File: config.mk
export PLATFORM = sky130hd
export DESIGN_NAME = tdoa_angle_est
export DESIGN_NICKNAME = d
export VERILOG_FILES = /design/src/rtl/tdoa_angle_est_pkg.sv /design/src/rtl/tdoa_angle_est_asin_rom.sv /design/src/rtl/tdoa_angle_est.sv
export SDC_FILE = /design/constraint.sdc
export NUM_CORES = 1
export LEC_CHECK = 0
export CAP_MARGIN = 20
export CORE_ASPECT_RATIO = 0.5
export CORE_MARGIN = 2
export CORE_UTILIZATION = 30
export DETAILED_ROUTE_END_ITERATION = 8
export GPL_ROUTABILITY_DRIVEN = 0
export REMOVE_ABC_BUFFERS = 1
export SLEW_MARGIN = 20
export SYNTH_ARGS = -nofsm -noshare
export SYNTH_HDL_FRONTEND = slang
export SYNTH_SLANG_ARGS = --single-unit
export TNS_END_PERCENT = 20
File: constraint.sdc
create_clock -name clk -period 6.25 [get_ports clk]
set_input_delay 0.625 -clock clk [delete_from_list [all_inputs] [get_ports clk]]
set_output_delay 0.625 -clock clk [all_outputs]
set_load 0.02 [all_outputs]
File: src/rtl/tdoa_angle_est_pkg.sv
// Shared constants, FSM state encoding and the arcsine table for the TDOA angle estimator.
// Table entry k is round(asin(k*343/(48000*0.25))) in degrees.
package tdoa_pkg;

    localparam int MAX_LAG = 30;
    localparam int SEQ_MAX = 60;

    typedef enum logic [1:0] {
        IDLE   = 2'd0,
        ACCUM  = 2'd1,
        LOOKUP = 2'd2,
        OUT    = 2'd3
    } state_e;

    localparam logic [6:0] ASIN_LUT [0:30] = '{
        7'd0,  7'd2,  7'd3,  7'd5,  7'd7,  7'd8,  7'd10, 7'd12,
        7'd13, 7'd15, 7'd17, 7'd18, 7'd20, 7'd22, 7'd24, 7'd25,
        7'd27, 7'd29, 7'd31, 7'd33, 7'd35, 7'd37, 7'd39, 7'd41,
        7'd43, 7'd46, 7'd48, 7'd51, 7'd53, 7'd56, 7'd59
    };

endpackage

File: src/rtl/tdoa_angle_est_asin_rom.sv
// Synchronous arcsine ROM: lag magnitude in, unsigned degrees out one cycle later.
// Addresses beyond the table clamp to 90 degrees.
module asin_rom
    import tdoa_pkg::*;
(
    input  logic       clk,
    input  logic       rst_n,
    input  logic [4:0] addr_i,
    output logic [6:0] data_o
);

    logic [6:0] data_q;

    always_ff @(posedge clk or negedge rst_n) begin
        if (!rst_n) begin
            data_q <= '0;
        end else if (addr_i > 5'(MAX_LAG)) begin
            data_q <= 7'd90;
        end else begin
            data_q <= ASIN_LUT[addr_i];
        end
    end

    assign data_o = data_q;

endmodule

File: src/rtl/tdoa_angle_est.sv
// Captures the correlator's winning lag on each rising edge of finished, smooths it with a
// power-of-two moving average and converts the averaged lag to an arrival angle.
module tdoa_angle_est #(
    parameter int AVG_LOG2 = 2,
    parameter int MAX_LAG  = 30
) (
    input  logic              clk,
    input  logic              rst_n,
    input  logic              finished,
    input  logic [5:0]        sequence_num,
    output logic signed [6:0] lag_avg,
    output logic signed [7:0] angle_deg,
    output logic              angle_valid,
    output logic [15:0]       frame_cnt,
    output logic              err_range,
    output logic              err_overrun
);

    import tdoa_pkg::*;

    localparam int DEPTH = 1 << AVG_LOG2;
    localparam int SW    = 7 + AVG_LOG2;
    localparam int PW    = (AVG_LOG2 == 0) ? 1 : AVG_LOG2;
    localparam int FW    = AVG_LOG2 + 1;
    localparam int HALF  = (1 << AVG_LOG2) >> 1;
    localparam logic signed [SW:0] LAG_HI = (SW+1)'(MAX_LAG);
    localparam logic signed [SW:0] LAG_LO = -LAG_HI;

    state_e state_q, state_d;

    logic                 finishedDly_q;
    logic signed [6:0]    lag_q;
    logic signed [SW-1:0] sum_q;
    logic signed [6:0]    hist_q [DEPTH];
    logic [PW-1:0]        wptr_q;
    logic [FW-1:0]        fill_q;
    logic signed [6:0]    avg_q;
    logic signed [6:0]    lagAvg_q;
    logic signed [7:0]    angleDeg_q;
    logic                 valid_q;
    logic [15:0]          frameCnt_q;
    logic                 errRange_q;
    logic                 errOverrun_q;

    logic                 finEdge;
    logic                 seqValid;
    logic signed [6:0]    seqLag;
    logic signed [SW-1:0] sumNext;
    logic signed [SW:0]   rounded;
    logic signed [SW:0]   shifted;
    logic signed [6:0]    avgSat;
    logic [4:0]           romAddr;
    logic [6:0]           romData;
    logic                 captureEn, rangeErrEn, accumEn, outEn, overrunEn;

    assign finEdge  = finished & ~finishedDly_q;
    assign seqValid = (sequence_num <= 6'(SEQ_MAX));

    // Indices above MAX_LAG encode negative lags (mic_1 leads).
    always_comb begin
        if (sequence_num <= 6'(MAX_LAG)) begin
            seqLag = $signed({1'b0, sequence_num});
        end else begin
            seqLag = 7'(MAX_LAG) - $signed({1'b0, sequence_num});
        end
    end

    always_comb begin
        sumNext = sum_q + SW'(lag_q) - SW'(hist_q[wptr_q]);
        rounded = (SW+1)'(sumNext) + (SW+1)'(HALF);
        shifted = rounded >>> AVG_LOG2;
        if (shifted > LAG_HI) begin
            avgSat = 7'(MAX_LAG);
        end else if (shifted < LAG_LO) begin
            avgSat = -7'(MAX_LAG);
        end else begin
            avgSat = 7'(shifted);
        end
    end

    always_ff @(posedge clk or negedge rst_n) begin
        if (!rst_n) begin
            state_q <= IDLE;
        end else begin
            state_q <= state_d;
        end
    end

    always_comb begin
        state_d = state_q;
        case (state_q)
            IDLE:    if (finEdge && seqValid) state_d = ACCUM;
            ACCUM:   state_d = LOOKUP;
            LOOKUP:  state_d = OUT;
            OUT:     state_d = IDLE;
            default: state_d = IDLE;
        endcase
    end

    always_comb begin
        captureEn  = 1'b0;
        rangeErrEn = 1'b0;
        accumEn    = 1'b0;
        outEn      = 1'b0;
        overrunEn  = 1'b0;
        case (state_q)
            IDLE: begin
                captureEn  = finEdge & seqValid;
                rangeErrEn = finEdge & ~seqValid;
            end
            ACCUM:   accumEn = 1'b1;
            OUT:     outEn   = 1'b1;
            default: ;
        endcase
        if (state_q != IDLE) begin
            overrunEn = finEdge;
        end
    end

    always_ff @(posedge clk or negedge rst_n) begin
        if (!rst_n) begin
            finishedDly_q <= 1'b0;
            lag_q         <= '0;
            sum_q         <= '0;
            wptr_q        <= '0;
            fill_q        <= '0;
            avg_q         <= '0;
            frameCnt_q    <= '0;
            errRange_q    <= 1'b0;
            errOverrun_q  <= 1'b0;
            for (int i = 0; i < DEPTH; i++) begin
                hist_q[i] <= '0;
            end
        end else begin
            finishedDly_q <= finished;
            if (captureEn) begin
                lag_q <= seqLag;
            end
            if (rangeErrEn) begin
                errRange_q <= 1'b1;
            end
            if (overrunEn) begin
                errOverrun_q <= 1'b1;
            end
            if (accumEn) begin
                sum_q          <= sumNext;
                hist_q[wptr_q] <= lag_q;
                wptr_q         <= (wptr_q == PW'(DEPTH - 1)) ? '0 : wptr_q + 1'b1;
                avg_q          <= avgSat;
                if (fill_q != FW'(DEPTH)) begin
                    fill_q <= fill_q + 1'b1;
                end
                if (frameCnt_q != 16'hFFFF) begin
                    frameCnt_q <= frameCnt_q + 16'd1;
                end
            end
        end
    end

    assign romAddr = 5'(avg_q[6] ? -avg_q : avg_q);

    asin_rom u_asin_rom (
        .clk    (clk),
        .rst_n  (rst_n),
        .addr_i (romAddr),
        .data_o (romData)
    );

    // Warm-up frames (history not yet full) leave the published outputs untouched.
    always_ff @(posedge clk or negedge rst_n) begin
        if (!rst_n) begin
            lagAvg_q   <= '0;
            angleDeg_q <= '0;
            valid_q    <= 1'b0;
        end else begin
            valid_q <= 1'b0;
            if (outEn && fill_q == FW'(DEPTH)) begin
                lagAvg_q   <= avg_q;
                angleDeg_q <= avg_q[6] ? -$signed({1'b0, romData}) : $signed({1'b0, romData});
                valid_q    <= 1'b1;
            end
        end
    end

    assign lag_avg     = lagAvg_q;
    assign angle_deg   = angleDeg_q;
    assign angle_valid = valid_q;
    assign frame_cnt   = frameCnt_q;
    assign err_range   = errRange_q;
    assign err_overrun = errOverrun_q;

endmodule

==> results of run 1 <==
[cell usage after synthesis (all sizes together), types with 6 or more instances]
cell type / number
dfrtp: 100
nand2: 90
o21ai: 63
inv: 57
nor2: 37
ha: 34
xnor2: 22
a21oi: 21
clkbuf: 14
xor2: 13
nor3: 11
nand3: 10
mux4: 9
fa: 8
or3: 8
a211oi: 6
o21a: 6
[routing by layer]
metal,global-route usage (%),up-vias
met2,19.30,71
met4,2.963,0
li1,-,2119
met3,2.764,8
met5,0,-
met1,17.23,1979
[worst paths after layout]
kind | start | to | slack [ns] | depth (start not counted)
min in group clk | angle_deg[7]$_DFFE_PN0P_ | angle_deg[7]$_DFFE_PN0P_ | 0.47 | 2
min reg2reg | angle_deg[7]$_DFFE_PN0P_ | angle_deg[7]$_DFFE_PN0P_ | 0.47 | 2
min | rst_n | hist_q[18]$_DFFE_PN0P_ | 0.20 | 1
max in group asynchronous | rst_n | angle_valid$_DFF_PN0_ | 4.80 | 2
max reg2reg | wptr_q[0]$_DFFE_PN0P_ | avg_q[4]$_DFFE_PN0P_ | 1.64 | 15
max | wptr_q[0]$_DFFE_PN0P_ | avg_q[4]$_DFFE_PN0P_ | 1.64 | 15
[cells by family (layout without fill, tap and decap cells)]
logic type | count (synthesis) | after routing | synth area share (%)
AND/OR/NAND/NOR | 185 | 185 | 14.46
adder cells (fa/ha/maj) | 42 | 42 | 10.23
AO/OA/AOI/OAI | 139 | 139 | 15.91
XOR/XNOR | 35 | 35 | 5.484
multiplexers | 17 | 17 | 5.047
flip-flops | 100 | 100 | 43.70
buffers and inverters | 76 | 118 | 5.178
[sequential cells by signal, indices dropped and copies added, names as in the netlist]
signal,flops
angle_deg,8
angle_valid,1
avg_q,7
err_overrun,1
err_range,1
fill_q,3
finishedDly_q,1
frame_cnt,16
hist_q,28
lag_avg,7
lag_q,7
state_q,2
sum_q,9
u_asin_rom.data_o,7
wptr_q,2
[area by class of cell]
cell class                 instances  share of cell area (%)
clock buffer                      11                   3.607
clock inverter                     5                   1.227
inverter                          58                   3.235
multi-input combinational        418                   43.50
sequential                       100                   37.18
tap                              259                   4.815
timing repair buffer              44                   6.432
[critical path, cell delays in order (launching register included)]
cell and delay, ns:
dfrtp_1 0.69, mux4_2 0.58, fa_1 0.49, inv_1 0.07, fa_1 0.49, xnor2_1 0.31, inv_1 0.11, ha_1 0.25
inv_1 0.19, nand2_1 0.09, or3_1 0.31, o32a_1 0.19, o2111a_1 0.29, a2111oi_4 0.25, nor2_1 0.09, o22ai_1 0.12
[metrics by stage]
| stage | utilization [%] | hold slack (ns) | instances |
|---|---|---|---|
| after floorplan | - | 0.3294 | 576 |
| after global placement | 34.49 | 0.4536 | 879 |
| after detailed placement | 34.49 | 0.4637 | 879 |
| after CTS | 36.25 | 0.2092 | 895 |
| after global routing | 36.25 | 0.2203 | 895 |
| final | 36.25 | 0.2006 | 895 |
==> flow_summary.ini, run 1 <==
[run_status]
outcome = finished, final reports clean

[global_routing]
antenna_found_initial = 0
grt_use_total_pct = 12.26
gr-total-overflow = 0
grt_pass1_vias = 4115
grt_pass1_wl_microns = 19940
grt_max_degree = 73

[floorplanning]
core_area_sq_um = 18570
die_y_microns = 101.7
ios = 43
start_util_pct = 30.84
die_w_microns = 199.4
rows = 35
die_area_sq_um = 20280

[timing]
finalCritPeriodShare_pct = 73.81
tightestPinTransition_ns = 0.9537
finalSetupViolCount = 0
slew_violations = 0
setup_ws_ns = 1.637
slew_headroom_pct = 36.24
fin_crit_ns = 4.613
hold_viol_final = 0
fin_skew_ns = 0.005790
fmax_mhz = 216.8
rsz0062_at_grt = no
setup_tns_ns = 0

[drt]
routed_via_density = 4.667
num_vias = 4177
drt-pass1-iter-count = 5
wl_microns = 11640
drt_iter0_markers = 146
wl_met2_microns = 5072
drc = 0
wl_per_cell_microns = 13.01
route.met3.wl_microns = 563
wl_met1_microns = 5862
routed.top_layer = met4
antenna_left = 0

[logic_synthesis]
synth_area_sq_um = 5727
ys.flop_type = dfrtp_1
synth_largest_area_cell = dfrtp_1
synth.area.top_cells = dfrtp_1 44%, ha_1 7.4%, nand2_1 5.9%
synth-edff-count = 0
synth.avg_cell_area_sq_um = 9.641
synth_cell_types = 63
ys_warn_count = 0
ys_seq_elements = 100
synthArstFlopShare_pct = 100.0
ys_seq_area_share_pct = 43.70
synth_top_area_share_pct = 43.70
syn_inst = 594

[cells_and_area]
seqCellArea_sq_um = 2502
final_cell_mix = 100 x dfrtp_1, 90 x nand2_1, 62 x o21ai_0
fillers = 1942
n_antenna_cell = 0
design_area_sq_um = 6730
nNetsFinal = 682
layout_commonest_cell = dfrtp_1
area_growth_pct = 17.52
multi_input_area_sq_um = 2928
drive_above_1_share_pct = 7.862

[place]
pre_cts_slack_ns = 1.680
io_buffers = 42
dp_hpwl_microns = 8750
placed_cell_area_sq_um = 6405

[clock_network]
numCtsBuffers = 9
clk_pin_slew_worst_paths_ns = 0.07
clk_latency_ns = 0.34
postCtsSetupBuffers = 0
cts-root-buf = clkbuf_16
htreeDepth = 3
cts_tree = yes
cts.sinks = 100
hold_buffers = 0
cts_resized = 0
cts.path.max_buffers = 2

[min_path]
hold_class = input pin to asynchronous set/reset pin

[critical_path]
worstPathMaxFanout = 11
worstSetupPathType = flip-flop to flip-flop
startpoint_type = flip-flop
crit_path_end_kind = flip-flop
worstPathRequired_ns = 6.51
crit_arrival_ns = 4.87

[flow_run]
cap_violations = 0
Power of run 1 is left out: the tool's default activity adds up to more than one toggle a clock period on the data nets, which glitch-free logic cannot reach.
==> run 2, diff against run 1 <==
==> constraint.sdc (replaced) <==
create_clock -name clk -period 4.2 [get_ports clk]
set_input_delay 0.42 -clock clk [delete_from_list [all_inputs] [get_ports clk]]
set_output_delay 0.42 -clock clk [all_outputs]
set_load 0.02 [all_outputs]
==> run 2 against run 1 <==
Compared with the run above: largest cell class unchanged; count of clock-buffer cells in the layout decreased by 2; hold slack got worse by 0.014 ns; maximum frequency increased by 15%.
==> flow_summary.ini, run 2 (same netlist as run 1, synthesis figures left out) <==
[cells_and_area]
design_area_sq_um = 6857
fin_util_pct = 36.93
drive_above_1_share_pct = 11.90
layout_commonest_cell = dfrtp_1
area_growth_pct = 19.73
nNetsFinal = 693
regMostFlops = hist_q
largest_reg_flops = 28
n_antenna_cell = 0
final_cell_mix = 99 x dfrtp_1, 90 x nand2_1, 62 x o21ai_0

[timing]
rsz0062_at_grt = yes
fmax_mhz = 248.5
slew_headroom_pct = 36.67
fin_skew_ns = 0.01040
slew_violations = 0
hold_viol_final = 0
finalCritPeriodShare_pct = 95.82
tightestPinTransition_ns = 0.9473
fin_crit_ns = 4.024
finalSetupViolCount = 0

[place]
dp_hpwl_microns = 8736
io_buffers = 42
placed_cell_area_sq_um = 6487

[min_path]
hold_class = input pin to asynchronous set/reset pin

[global_routing]
grt_use_total_pct = 12.32
grt_max_degree = 73
busiest_layer = met2
grt_use_met1_pct = 16.84
grt_pass1_vias = 4195
gr-total-overflow = 0
grt_pass1_wl_microns = 20090
grt.met2_usage_pct = 19.62
antenna_found_initial = 0
grtUsageMet3_pct = 3.130

[drt]
drc = 0
routed_via_density = 4.725
drt_iter0_markers = 174
wl_microns = 11730
antenna_left = 0
wl_per_cell_microns = 12.94
num_vias = 4281
drt-pass1-iter-count = 4

[clock_network]
clk_latency_ns = 0.35
clk_pin_slew_worst_paths_ns = 0.08
htreeDepth = 3
cts.sinks = 100
postCtsSetupBuffers = 0
cts-root-buf = clkbuf_16
cts_tree = yes
cts.path.max_buffers = 2
numCtsBuffers = 9

[flow_run]
cap_violations = 0

[critical_path]
worstPathMaxFanout = 4
crit_path_end_kind = flip-flop
startpoint_type = flip-flop
reg2regPathDepth = 14
worstSetupPathType = flip-flop to flip-flop
crit_arrival_ns = 4.29
r2r_setup_slack_ns = 0.18
r2r_end = avg_q[4]$_DFFE_PN0P_
r2r-start = wptr_q[0]$_DFFE_PN0P_
worstPathRequired_ns = 4.46

[floorplanning]
start_util_pct = 30.84
core_area_sq_um = 18570
die_area_sq_um = 20280
die_w_microns = 199.4
rows = 35
ios = 43
die_y_microns = 101.7

[run_status]
outcome = finished, final reports clean
-- run 2: cell types whose count changed in the layout (fill, tap and decap cells not counted), moves of 2 or more --
cell,delta
inv_2,+2
bufinv_16,-2
ha_1,-3
inv_1,-2
ha_2,+2
buf_4,+10
-- run 2: per-layer routing --
layer / routed length, microns / share of wire, %
met4: 116 / 0.99
met5: 0 / 0
met2: 5142 / 44
met3: 445 / 3.8
met1: 6022 / 51
-- run 2: worst max-delay path by stage --
stage | cells past startpoint | from | slack (ns) | to
final | 14 | wptr_q[0]$_DFFE_PN0P_ | 0.18 | avg_q[4]$_DFFE_PN0P_
after CTS | 15 | wptr_q[0]$_DFFE_PN0P_ | 0.04 | avg_q[4]$_DFFE_PN0P_
after floorplan | 15 | wptr_q[0]$_DFFE_PN0P_ | 0.03 | avg_q[0]$_DFFE_PN0P_
after global placement | 13 | wptr_q[0]$_DFFE_PN0P_ | 0.17 | avg_q[1]$_DFFE_PN0P_
after global routing | 13 | wptr_q[0]$_DFFE_PN0P_ | -0.03 | avg_q[1]$_DFFE_PN0P_
after detailed placement | 15 | wptr_q[0]$_DFFE_PN0P_ | 0.07 | avg_q[4]$_DFFE_PN0P_
-- run 2: final cells by class --
type                       count  area, sq um
multi-input combinational    418         2999
clock buffer                   9        225.2
clock inverter                 7        67.56
tap                          259        324.1
sequential                   100         2504
timing repair buffer          55        519.2
inverter                      58        217.7
fill                        1872        11710
-- run 2: critical path, cell delays in order, from the launching register on --
cell	delay (ns)
dfrtp_2	0.43
mux4_2	0.54
fa_1	0.49
inv_1	0.07
fa_2	0.41
xnor2_2	0.21
inv_2	0.08
ha_4	0.26
nand2_1	0.05
or3_1	0.30
o32a_1	0.19
o2111a_2	0.30
a2111oi_4	0.38
nor2_1	0.10
o22ai_1	0.12
-- run 2: per-stage QoR --
stage	hold WS [ns]	TNS (ns)	setup slack [ns]	instances
floorplan	0.1244	0	0.02711	576
global placement	0.4531	0	0.1670	890
global route	0.2692	-0.08608	-0.02942	906
CTS	0.2299	0	0.03691	906
detailed placement	0.4556	0	0.06619	890
finish	0.1868	0	0.1757	906
-- run 2: what timing repair did --
item / 4_1_cts / 5_1_grt
gates resized for setup: 0 / 19
setup endpoints to repair: 0 / 5
hold buffers: 0 / 0
Power of run 2 is left out for the same reason.
